--- src/rtl/lib_voq_buffer_pkg.sv ---
// Shared widths and types for the VOQ buffer and its per-destination FIFOs.
package lib_voq_pkg;
  localparam int VOQ_M     = 4;
  localparam int VOQ_DEPTH = 4;
  localparam int VOQ_WIDTH = 8;

  function automatic int idx_w(input int n);
    return (n > 1) ? $clog2(n) : 1;
  endfunction

  function automatic int cnt_w(input int depth);
    return $clog2(depth) + 1;
  endfunction

  // Count type for the default configuration; parameterised instances size their own.
  typedef logic [cnt_w(VOQ_DEPTH)-1:0] voq_count_t;
endpackage

--- src/rtl/lib_voq_buffer_if.sv ---
// Ingress, allocator request/grant and egress signals of one VOQ buffer.
interface lib_voq_buffer_if
  import lib_voq_pkg::*;
#(
  parameter int M     = VOQ_M,
  parameter int WIDTH = VOQ_WIDTH
);
  localparam int IW = idx_w(M);

  logic [WIDTH-1:0] i_data;
  logic             i_data_val;
  logic [IW-1:0]    i_dest;
  logic             o_ready;
  logic [M-1:0]     o_request;
  logic [M-1:0]     i_grant;
  logic [WIDTH-1:0] o_data;
  logic             o_data_val;
  logic [IW-1:0]    o_dest;

  modport master (
    output i_data, i_data_val, i_dest, i_grant,
    input  o_ready, o_request, o_data, o_data_val, o_dest
  );

  modport slave (
    input  i_data, i_data_val, i_dest, i_grant,
    output o_ready, o_request, o_data, o_data_val, o_dest
  );
endinterface

--- src/rtl/lib_voq_buffer_fifo.sv ---
// Single circular FIFO; o_data shows the head entry combinationally.
module lib_voq_fifo
  import lib_voq_pkg::*;
#(
  parameter int DEPTH = VOQ_DEPTH,
  parameter int WIDTH = VOQ_WIDTH
) (
  input  logic                    clk,
  input  logic                    reset,
  input  logic                    i_push,
  input  logic                    i_pop,
  input  logic [WIDTH-1:0]        i_data,
  output logic [WIDTH-1:0]        o_data,
  output logic [cnt_w(DEPTH)-1:0] o_count,
  output logic                    o_full,
  output logic                    o_empty
);
  localparam int AW = $clog2(DEPTH);
  localparam int CW = cnt_w(DEPTH);

  logic [WIDTH-1:0] mem_q [DEPTH];
  logic [WIDTH-1:0] mem_d [DEPTH];
  logic [AW-1:0]    head_q, head_d, tail_q, tail_d;
  logic [CW-1:0]    count_q, count_d;
  logic             push_ok, pop_ok;

  assign o_full  = (count_q == CW'(DEPTH));
  assign o_empty = (count_q == '0);
  assign o_count = count_q;
  assign o_data  = mem_q[head_q];
  assign push_ok = i_push & ~o_full;
  assign pop_ok  = i_pop & ~o_empty;

  always_comb begin
    mem_d   = mem_q;
    head_d  = head_q;
    tail_d  = tail_q;
    count_d = count_q;
    if (push_ok) begin
      mem_d[tail_q] = i_data;
      tail_d        = tail_q + 1'b1;
    end
    if (pop_ok) head_d = head_q + 1'b1;
    case ({push_ok, pop_ok})
      2'b10:   count_d = count_q + 1'b1;
      2'b01:   count_d = count_q - 1'b1;
      default: count_d = count_q;
    endcase
  end

  // Storage carries no reset; validity is tracked entirely by count_q.
  always_ff @(posedge clk) begin
    mem_q <= mem_d;
    if (reset) begin
      head_q  <= '0;
      tail_q  <= '0;
      count_q <= '0;
    end else begin
      head_q  <= head_d;
      tail_q  <= tail_d;
      count_q <= count_d;
    end
  end
endmodule

--- src/rtl/lib_voq_buffer.sv ---
// Per-input VOQ buffer feeding an iSLIP allocator: M FIFOs, request vector, registered dequeue.
// Optional LIB_VOQ_OCCUPANCY_EN exposes the per-VOQ counts on o_occupancy.
module lib_voq_buffer
  import lib_voq_pkg::*;
#(
  parameter int M     = VOQ_M,
  parameter int DEPTH = VOQ_DEPTH,
  parameter int WIDTH = VOQ_WIDTH
) (
  input  logic clk,
  input  logic reset,
  input  logic ce,
`ifdef LIB_VOQ_OCCUPANCY_EN
  output logic [cnt_w(DEPTH)-1:0] o_occupancy [M],
`endif
  lib_voq_buffer_if.slave bus
);
  localparam int IW = idx_w(M);
  localparam int CW = cnt_w(DEPTH);

  logic [M-1:0]     push, pop, full, empty;
  logic [WIDTH-1:0] rd_data [M];
  logic [CW-1:0]    cnt [M];
  logic             grant_ok;
  logic [WIDTH-1:0] sel_data;
  logic [IW-1:0]    sel_dest;

  logic [WIDTH-1:0] o_data_q, o_data_d;
  logic [IW-1:0]    o_dest_q, o_dest_d;
  logic             o_data_val_q, o_data_val_d;

  for (genvar g = 0; g < M; g++) begin : g_voq
    lib_voq_fifo #(.DEPTH(DEPTH), .WIDTH(WIDTH)) u_fifo (
      .clk     (clk),
      .reset   (reset),
      .i_push  (push[g]),
      .i_pop   (pop[g]),
      .i_data  (bus.i_data),
      .o_data  (rd_data[g]),
      .o_count (cnt[g]),
      .o_full  (full[g]),
      .o_empty (empty[g])
    );
    assign bus.o_request[g] = ce & (cnt[g] != '0);
  end

  // Ready ignores same-cycle pops so grant never feeds combinationally into ready.
  assign bus.o_ready = ce & ~reset & ~full[bus.i_dest];
  assign grant_ok    = $onehot(bus.i_grant);

  always_comb begin
    push     = '0;
    pop      = '0;
    sel_data = '0;
    sel_dest = '0;
    for (int j = 0; j < M; j++) begin
      push[j] = bus.o_ready & bus.i_data_val & (bus.i_dest == IW'(j));
      pop[j]  = ce & grant_ok & bus.i_grant[j] & ~empty[j];
      if (pop[j]) begin
        sel_data = rd_data[j];
        sel_dest = IW'(j);
      end
    end
  end

  always_comb begin
    o_data_d     = o_data_q;
    o_dest_d     = o_dest_q;
    o_data_val_d = o_data_val_q;
    if (ce) begin
      o_data_val_d = |pop;
      if (|pop) begin
        o_data_d = sel_data;
        o_dest_d = sel_dest;
      end
    end
  end

  always_ff @(posedge clk) begin
    if (reset) begin
      o_data_q     <= '0;
      o_dest_q     <= '0;
      o_data_val_q <= 1'b0;
    end else begin
      o_data_q     <= o_data_d;
      o_dest_q     <= o_dest_d;
      o_data_val_q <= o_data_val_d;
    end
  end

  assign bus.o_data     = o_data_q;
  assign bus.o_dest     = o_dest_q;
  assign bus.o_data_val = o_data_val_q;

`ifdef LIB_VOQ_OCCUPANCY_EN
  assign o_occupancy = cnt;
`endif
endmodule
--- src/flat_wrapper.sv ---
// flat-port wrapper written by rule: the top's interface ports become plain ports
module lib_voq_buffer_flat import lib_voq_pkg::*;
#(
  parameter int M     = VOQ_M,
  parameter int DEPTH = VOQ_DEPTH,
  parameter int WIDTH = VOQ_WIDTH
)
  (clk, reset, ce, bus_i_data, bus_i_data_val, bus_i_dest, bus_i_grant, bus_o_ready, bus_o_request, bus_o_data, bus_o_data_val, bus_o_dest);
  lib_voq_buffer_if #(.M(M), .WIDTH(WIDTH)) bus_i ();
  input  logic clk;
  input  logic reset;
  input  logic ce;
  input wire logic [$bits(bus_i.i_data)-1:0] bus_i_data;
  input wire logic [$bits(bus_i.i_data_val)-1:0] bus_i_data_val;
  input wire logic [$bits(bus_i.i_dest)-1:0] bus_i_dest;
  input wire logic [$bits(bus_i.i_grant)-1:0] bus_i_grant;
  output wire logic [$bits(bus_i.o_ready)-1:0] bus_o_ready;
  output wire logic [$bits(bus_i.o_request)-1:0] bus_o_request;
  output wire logic [$bits(bus_i.o_data)-1:0] bus_o_data;
  output wire logic [$bits(bus_i.o_data_val)-1:0] bus_o_data_val;
  output wire logic [$bits(bus_i.o_dest)-1:0] bus_o_dest;
  assign bus_i.i_data = bus_i_data;
  assign bus_i.i_data_val = bus_i_data_val;
  assign bus_i.i_dest = bus_i_dest;
  assign bus_i.i_grant = bus_i_grant;
  assign bus_o_ready = bus_i.o_ready;
  assign bus_o_request = bus_i.o_request;
  assign bus_o_data = bus_i.o_data;
  assign bus_o_data_val = bus_i.o_data_val;
  assign bus_o_dest = bus_i.o_dest;
  lib_voq_buffer #(.M(M), .DEPTH(DEPTH), .WIDTH(WIDTH)) u_core (.clk(clk), .reset(reset), .ce(ce), .bus(bus_i));
endmodule
--- config.mk ---
export PLATFORM = sky130hd
export DESIGN_NAME = lib_voq_buffer_flat
export DESIGN_NICKNAME = d
export VERILOG_FILES = /design/src/rtl/lib_voq_buffer_pkg.sv /design/src/rtl/lib_voq_buffer_if.sv /design/src/rtl/lib_voq_buffer_fifo.sv /design/src/rtl/lib_voq_buffer.sv /design/src/flat_wrapper.sv
export SDC_FILE = /design/constraint.sdc
export NUM_CORES = 1
export LEC_CHECK = 0
export ABC_AREA = 1
export ABC_CLOCK_PERIOD_IN_PS = 6910
export BUFFER_PORTS_ARGS = -buffer_cell sky130_fd_sc_hd__buf_2
export CORE_ASPECT_RATIO = 0.6
export CORE_MARGIN = 8
export CORE_UTILIZATION = 64
export DETAILED_ROUTE_END_ITERATION = 16
export GPL_TIMING_DRIVEN = 0
export PLACE_DENSITY_LB_ADDON = 0.12
export SYNTH_ARGS = -nofsm -noshare
export SYNTH_HDL_FRONTEND = slang
export SYNTH_SLANG_ARGS = --single-unit
--- constraint.sdc ---
create_clock -name clk -period 6.91 [get_ports clk]
set_input_delay 0 -clock clk [delete_from_list [all_inputs] [get_ports clk]]
set_output_delay 0 -clock clk [all_outputs]
set_load 0.02 [all_outputs]
# Word-level counts from Yosys, hierarchy flattened
# Cells that the tools add are included.
dict set report op_classes {
  addsub 19
  reduce_logical 19
  mux 37
  n_eq_ne 16
  n_bitwise 46
  order_cmp 13
}
# operator count
set op_table {}
lappend op_table {{$bwmux 32} 4}
lappend op_table {{$mux 8} 16}
lappend op_table {{$bmux 8 s2} 4}
lappend op_table {{$demux 8 s2} 4}
lappend op_table {{$and 1x1->1} 28}
lappend op_table {{$ge 3x3->1 const B} 8}
lappend op_table {{$not 2->3} 8}
lappend op_table {{$pmux 3 s2} 4}
lappend op_table {{$add 2x1->2 const B} 8}
lappend op_table {{$add 3x1->3 const B} 4}
lappend op_table {{$eq 2x2->1 const B} 6}
lappend op_table {{$eq 3x3->1 const B} 4}
lappend op_table {{$logic_not 3->1} 4}
lappend op_table {{$lt 3x1->1 const B} 4}
lappend op_table {{$reduce_bool 3->1} 4}
lappend op_table {{$sub 3x1->3 const B} 4}
lappend op_table {{$eq 2x1->1 const B} 5}
lappend op_table {{$not 1->1} 10}
lappend op_table {{$reduce_bool 2->1} 4}
lappend op_table {{$add 1x1->2} 2}
lappend op_table {{$logic_and 1x1->1} 4}
lappend op_table {{$mux 2} 2}
lappend op_table {{$reduce_or 4->1} 1}
lappend op_table {{$add 3x3->3} 1}
lappend op_table {{other kinds (6)} 7}
dict set report word_totals {
  register_bits 167
  in_bits 18
  word_cells 181
  output_inout_bits 16
}

# Depth between registers and ports, before layout
dict set report logic_depth {
  ltp_word 10
  mapped_depth 15
  depth_no_buf 15
}

# By module
# A second synthesis with hierarchy kept.
dict set report hier_totals {
  hier_cells 724
  area_unflattened_um2 7711.1
}
# module n_inst seq_area_each_um2 area_each_um2 cells_per_inst
set modules_own_cells {}
lappend modules_own_cells {lib_voq_fifo 4 1101.1 1675.4 143}
lappend modules_own_cells {lib_voq_buffer 1 220.2 1009.7 152}

# Worst setup path after synthesis
# OpenSTA, ideal clock, no wires.
dict set report synth_timing {
  path_type {input to register}
  startpoint {in bus_i_grant[2]}
  endpoint {reg u_core.g_voq[3].u_fifo.count_q[2]}
  stages 15
  required_ns 6.840
  arrival_time_ns 2.535
  setup_time_ns 0.070
  setup_slack_ns 4.305
  n_path_buf 1
  cell_sequence {ha_1 > ha_1 > fa_1 > nor2_4 > nand2_4 > inv_2 > nand2_1 > nor2_1 > buf_2 > ha_1 > fa_1 > a21oi_1 > o21a_1 > o21ai_0 > a21oi_1}
}
dict set report synth_between {
  elab_chain_cells 9
  word_cells_on_any_way 11
  cone_classes {add/sub: 2; eq/ne: 3; mux: 1; bitwise: 4; reduce/logical: 1}
}
# item line_no
set synth_rtl {}
lappend synth_rtl {{from (decl)} flat_wrapper.sv:16} ;# input wire logic [$bits(bus_i.i_grant)-1:0] bus_i_grant;
lappend synth_rtl {{$add 1x1->2 (implied by the code) *} lib_voq_buffer.sv:49} ;# assign grant_ok = $onehot(bus.i_grant);
lappend synth_rtl {{$add 3x3->3 (implied by the code) *} lib_voq_buffer.sv:49}
lappend synth_rtl {{$eq 3x1->1 *} lib_voq_buffer.sv:49}
lappend synth_rtl {{$and 1x1->1 * (3 in a row)} lib_voq_buffer.sv:58} ;# pop[j] = ce & grant_ok & bus.i_grant[j] & ~empty[j];
lappend synth_rtl {{$and 1x1->1 *} lib_voq_buffer_fifo.sv:32} ;# assign pop_ok = i_pop & ~o_empty;
lappend synth_rtl {{$eq 2x1->1 / $eq 2x2->1 (equally long branches)} lib_voq_buffer_fifo.sv:44} ;# case ({push_ok, pop_ok})
lappend synth_rtl {{$pmux 3 s2 / $reduce_bool 2->1 (equally long branches)} --}
lappend synth_rtl {{to (signal assigned)} lib_voq_buffer_fifo.sv:61} ;# count_q <= count_d;
lappend synth_rtl {{to (decl)} lib_voq_buffer_fifo.sv:24} ;# logic [CW-1:0] count_q, count_d;
# Mark *: on every way between the ends. The rest lies on a longest branch, timed or not.
# A chain may end at the register's enable or synchronous reset.

# Worst setup path after layout
dict set report layout_timing {
  startpoint {reg u_core.g_voq[3].u_fifo.count_q[0]}
  endpoint {reg u_core.g_voq[2].u_fifo.count_q[2]}
}
dict set report layout_between {
  elab_chain_cells 10
  word_cells_on_any_way 12
  cone_classes {eq/ne: 3; mux: 3; bitwise: 5; reduce/logical: 1}
}
# item line_no
set layout_rtl {}
lappend layout_rtl {{$eq 3x3->1 *} lib_voq_buffer_fifo.sv:27} ;# assign o_full = (count_q == CW'(DEPTH));
lappend layout_rtl {{$bmux 1 s2 *} lib_voq_buffer.sv:48} ;# assign bus.o_ready = ce & ~reset & ~full[bus.i_dest];
lappend layout_rtl {{$mux 1 (implied by the code) *} lib_voq_buffer.sv:48}
lappend layout_rtl {{$not 1->1 *} lib_voq_buffer.sv:48}
lappend layout_rtl {{$and 1x1->1 *} lib_voq_buffer.sv:48}
lappend layout_rtl {{$and 1x1->1 * (2 in a row)} lib_voq_buffer.sv:57} ;# push[j] = bus.o_ready & bus.i_data_val & (bus.i_dest == IW'(j));
lappend layout_rtl {{$and 1x1->1 *} lib_voq_buffer_fifo.sv:31} ;# assign push_ok = i_push & ~o_full;
lappend layout_rtl {{$eq 2x1->1 / $eq 2x2->1 (equally long branches)} lib_voq_buffer_fifo.sv:44}
lappend layout_rtl {{$pmux 3 s2 / $reduce_bool 2->1 (equally long branches)} --}
lappend layout_rtl {{to (signal assigned)} lib_voq_buffer_fifo.sv:61}
lappend layout_rtl {{to (decl)} lib_voq_buffer_fifo.sv:24}
# Mark *: on every way between the ends. The rest lies on a longest branch, timed or not. The select of a mux whose other input is x is not followed.

==> impl_results.md <==
* Status: finished, final reports clean
* Post-synthesis cell count at 663
* Origin of the worst setup path: u_core.g_voq[3].u_fifo.o_count[0]
* Largest net degree at the start of global routing at 17
* Hold_sp: bus_i_data[0]
* Post-synth EDFFs at ~130
* Skew-Pair Late Insertion Delay at roughly 0.43 ns
* Ant diodes at 0
* Leak pwr at about 0.0031 uW
* Clock transition at path regs at 0.06 ns
* Fin util at 73.3%
* Reg2reg path depth at 11
* Vias in the first global route at roughly 5000
* Total Wirelength at roughly 17000 um
* Crit Path Class: reg2reg
* Worst reg2reg startpoint: u_core.g_voq[3].u_fifo.o_count[0]
* Multi-input logic area at roughly 2300 um^2
* Longest Clk Path Bufs at 2
* Worst flop-to-flop path endpoint: u_core.g_voq[2].u_fifo.o_count[2]
* Global-route wire length before repair at ~26000 um
* Core area at 11200 um^2
* Area grow syn2layout at 13.0%
* Crit-path max FO at 9
* IO buf count at 33
* Crit path capture type: flop
* CTS root buf: clkbuf_16
* Die Wd at ~150 um
* Synth top area share at between 50% and 60%
* Fmax at 383 MHz
* Chip height at 98.4 um
* GRT Total Usage at approximately 23%
* Dominant cell type by area after synthesis: edfxtp_1
* Syn_nets at 709
* Total CTS buffers at 17
* Cell row count at 30
* Power Density at 250 nW/um^2
* Post-DP HPWL at between 10000 and 15000 um
* DR WL/cell at 19.3 um
* Fin crit share at 37.8%
* Hold Path Stages at 1
* Synth cell types at 34
* CTS tree: built
* Num ports at 34
* Max_cap viols at 0
* 1st-pass router iterations at 7
* CTS sink count at ~170
* Commonest non-fill, non-tap cell in the layout: edfxtp_1
* # DRC at 0
* Fin. Hold Viols at 0
* Sequential area share after synthesis at a little under two thirds
* H-tree depth at 4
* Storage cell area at ~4600 um^2
* Gpl congestion at around 0.83
* Share of layout cells above drive strength 1 at around 14%
* RSZ-0062 raised after global routing: false
* # fillers at 750
* Slew Limit Fails at 0
* Gr ovfl total at 0
* Maximum vdd drop at approximately 0.00019 V
* Nets at 767
* Netlist Area Pre-Place at between 7000 and 8000 um^2
* Post-synthesis register bit count at approximately 170
* Asr flop ratio synth at 0%
* Drt via density at 5.74
* Tot Pwr at roughly 2000 uW
* Via count at around 5000
* Final WS setup at 4.30 ns
* Avg Cell Area, Syn at approximately 11 um^2
* Clk_skew at about 0.012 ns
* Antenna-violating nets left at 0
* Critical path launch point type: flop
* Post-CTS Setup Bufs at 0
* DR iter-0 viols at 564
* Die ar. at approximately 15000 um^2
* Post-Route Setup TNS at 0 ns
* Hold EP: u_core.g_voq[3].u_fifo.mem_q[16]
* Primary FF master, synth: edfxtp_1
* Most frequent cells in the layout: edfxtp_1, nor2_1, o21ai_0
* Endpoints failing setup at 0
* Worst Path Required at 7.26 ns
* Leading post-synthesis cells by cell area: edfxtp_1, dfxtp_1, nor2_1, o21ai_0, nand2_1
* Initial Util at about two thirds
* Worst-Margin Slew at between 0.8 and 0.9 ns
* Post-route minimum period at 2.61 ns
* Crit path DAT at 2.96 ns
* Rel. slew slack at a little over two fifths
* Hold Crit Class: in2reg
* Ys Warns at 0
* Pre-CTS setup slack at ~3.9 ns
* Flop2flop setup slack at ~4.3 ns
* Initial antenna violation count at 0
* Post-CTS sizing at 0
==> critical path, stage by stage, from the launching register on <==
cell	delay [ns]
dfxtp_1	0.46
nor2_1	0.09
nand3_1	0.14
nand3_1	0.13
nor2_4	0.18
nand3_2	0.22
ha_1	0.30
fa_1	0.45
a21oi_1	0.17
o21a_1	0.17
o21ai_0	0.08
a21oi_1	0.14
==> timing repair <==
action	CTS	global route
hold endpoints to repair	67	0
hold buffers	6	0
endpoints found under the setup margin	0	0
==> registers in the layout (all words and copies together) (netlist names) <==
| name | flops |
|---|---|
| u_core.bus.o_data | 8 |
| u_core.bus.o_dest | 2 |
| u_core.g_voq.u_fifo.o_count | 12 |
| u_core.g_voq.u_fifo.tail_q | 8 |
| u_core.g_voq.u_fifo.mem_q | 128 |
| u_core.bus.o_data_val | 1 |
| u_core.g_voq.u_fifo.head_q | 8 |
==> worst max-delay path by stage <==
stage | slack [ns] | end | cells after the start
2_1_floorplan | 4.30 | u_core.g_voq[3].u_fifo.o_count[2] | 15
3_3_place_gp | 4.02 | u_core.g_voq[3].u_fifo.o_count[2] | 16
3_5_place_dp | 3.92 | u_core.g_voq[3].u_fifo.o_count[2] | 16
4_1_cts | 4.33 | u_core.g_voq[2].u_fifo.o_count[2] | 11
5_1_grt | 4.09 | u_core.g_voq[3].u_fifo.o_count[2] | 11
6_report | 4.30 | u_core.g_voq[2].u_fifo.o_count[2] | 11
==> Yosys cell counts (5+ instances only) <==
cell type	instances
edfxtp_1	128
nor2_1	112
o21ai_0	80
nand2_1	78
inv_1	49
dfxtp_1	39
a21oi_1	32
o22ai_1	29
ha_1	23
o21ai_1	14
nand3_1	13
buf_2	9
clkbuf_1	9
a21oi_2	5
fa_1	5
inv_2	5
nand3_2	5
==> kinds of logic (layout without fill, tap and decap cells) <==
logic type,count (synthesis),after routing,share of synthesized area (%)
buffers and inverters,77,148,4.43
and+or+nand+nor,225,225,14.0
adders and majority gates,28,28,5.35
AOI/OAI and AO/OA,165,165,12.3
xor gates and xnor gates,1,1,0.121
DFF,167,167,63.8
==> power by group <==
group	internal, uW	switching, uW
clock network	492	380
logic	26.3	59.4
registers	1090	4.76
==> per-layer routing <==
metal / wire length, um / track usage (%)
met4: 339 / 9.59
met2: 7920 / 35.6
met1: 7540 / 30.1
met3: 1140 / 5.50
met5: 0 / 0
==> final cells by class <==
type / count / share of cell area (%)
repair buffers: 39 / 2.75
inverters: 56 / 2.64
plain buffers: 21 / 1.28
multi-input cells: 419 / 28.1
clock inverters: 13 / 1.30
flip-flops and latches: 167 / 56.4
clock buffers: 19 / 5.28
well taps: 144 / 2.20
==> metrics by stage <==
step	std cells	cell area, um^2	hold slack [ns]
after floorplan	663	7250	0.0691
after global placement	840	7600	0.220
after detailed placement	840	7600	0.222
after CTS	878	8200	0.000918
after global routing	878	8200	0.0100
final	878	8200	0.0135
Power figures use the tool's default switching activity.
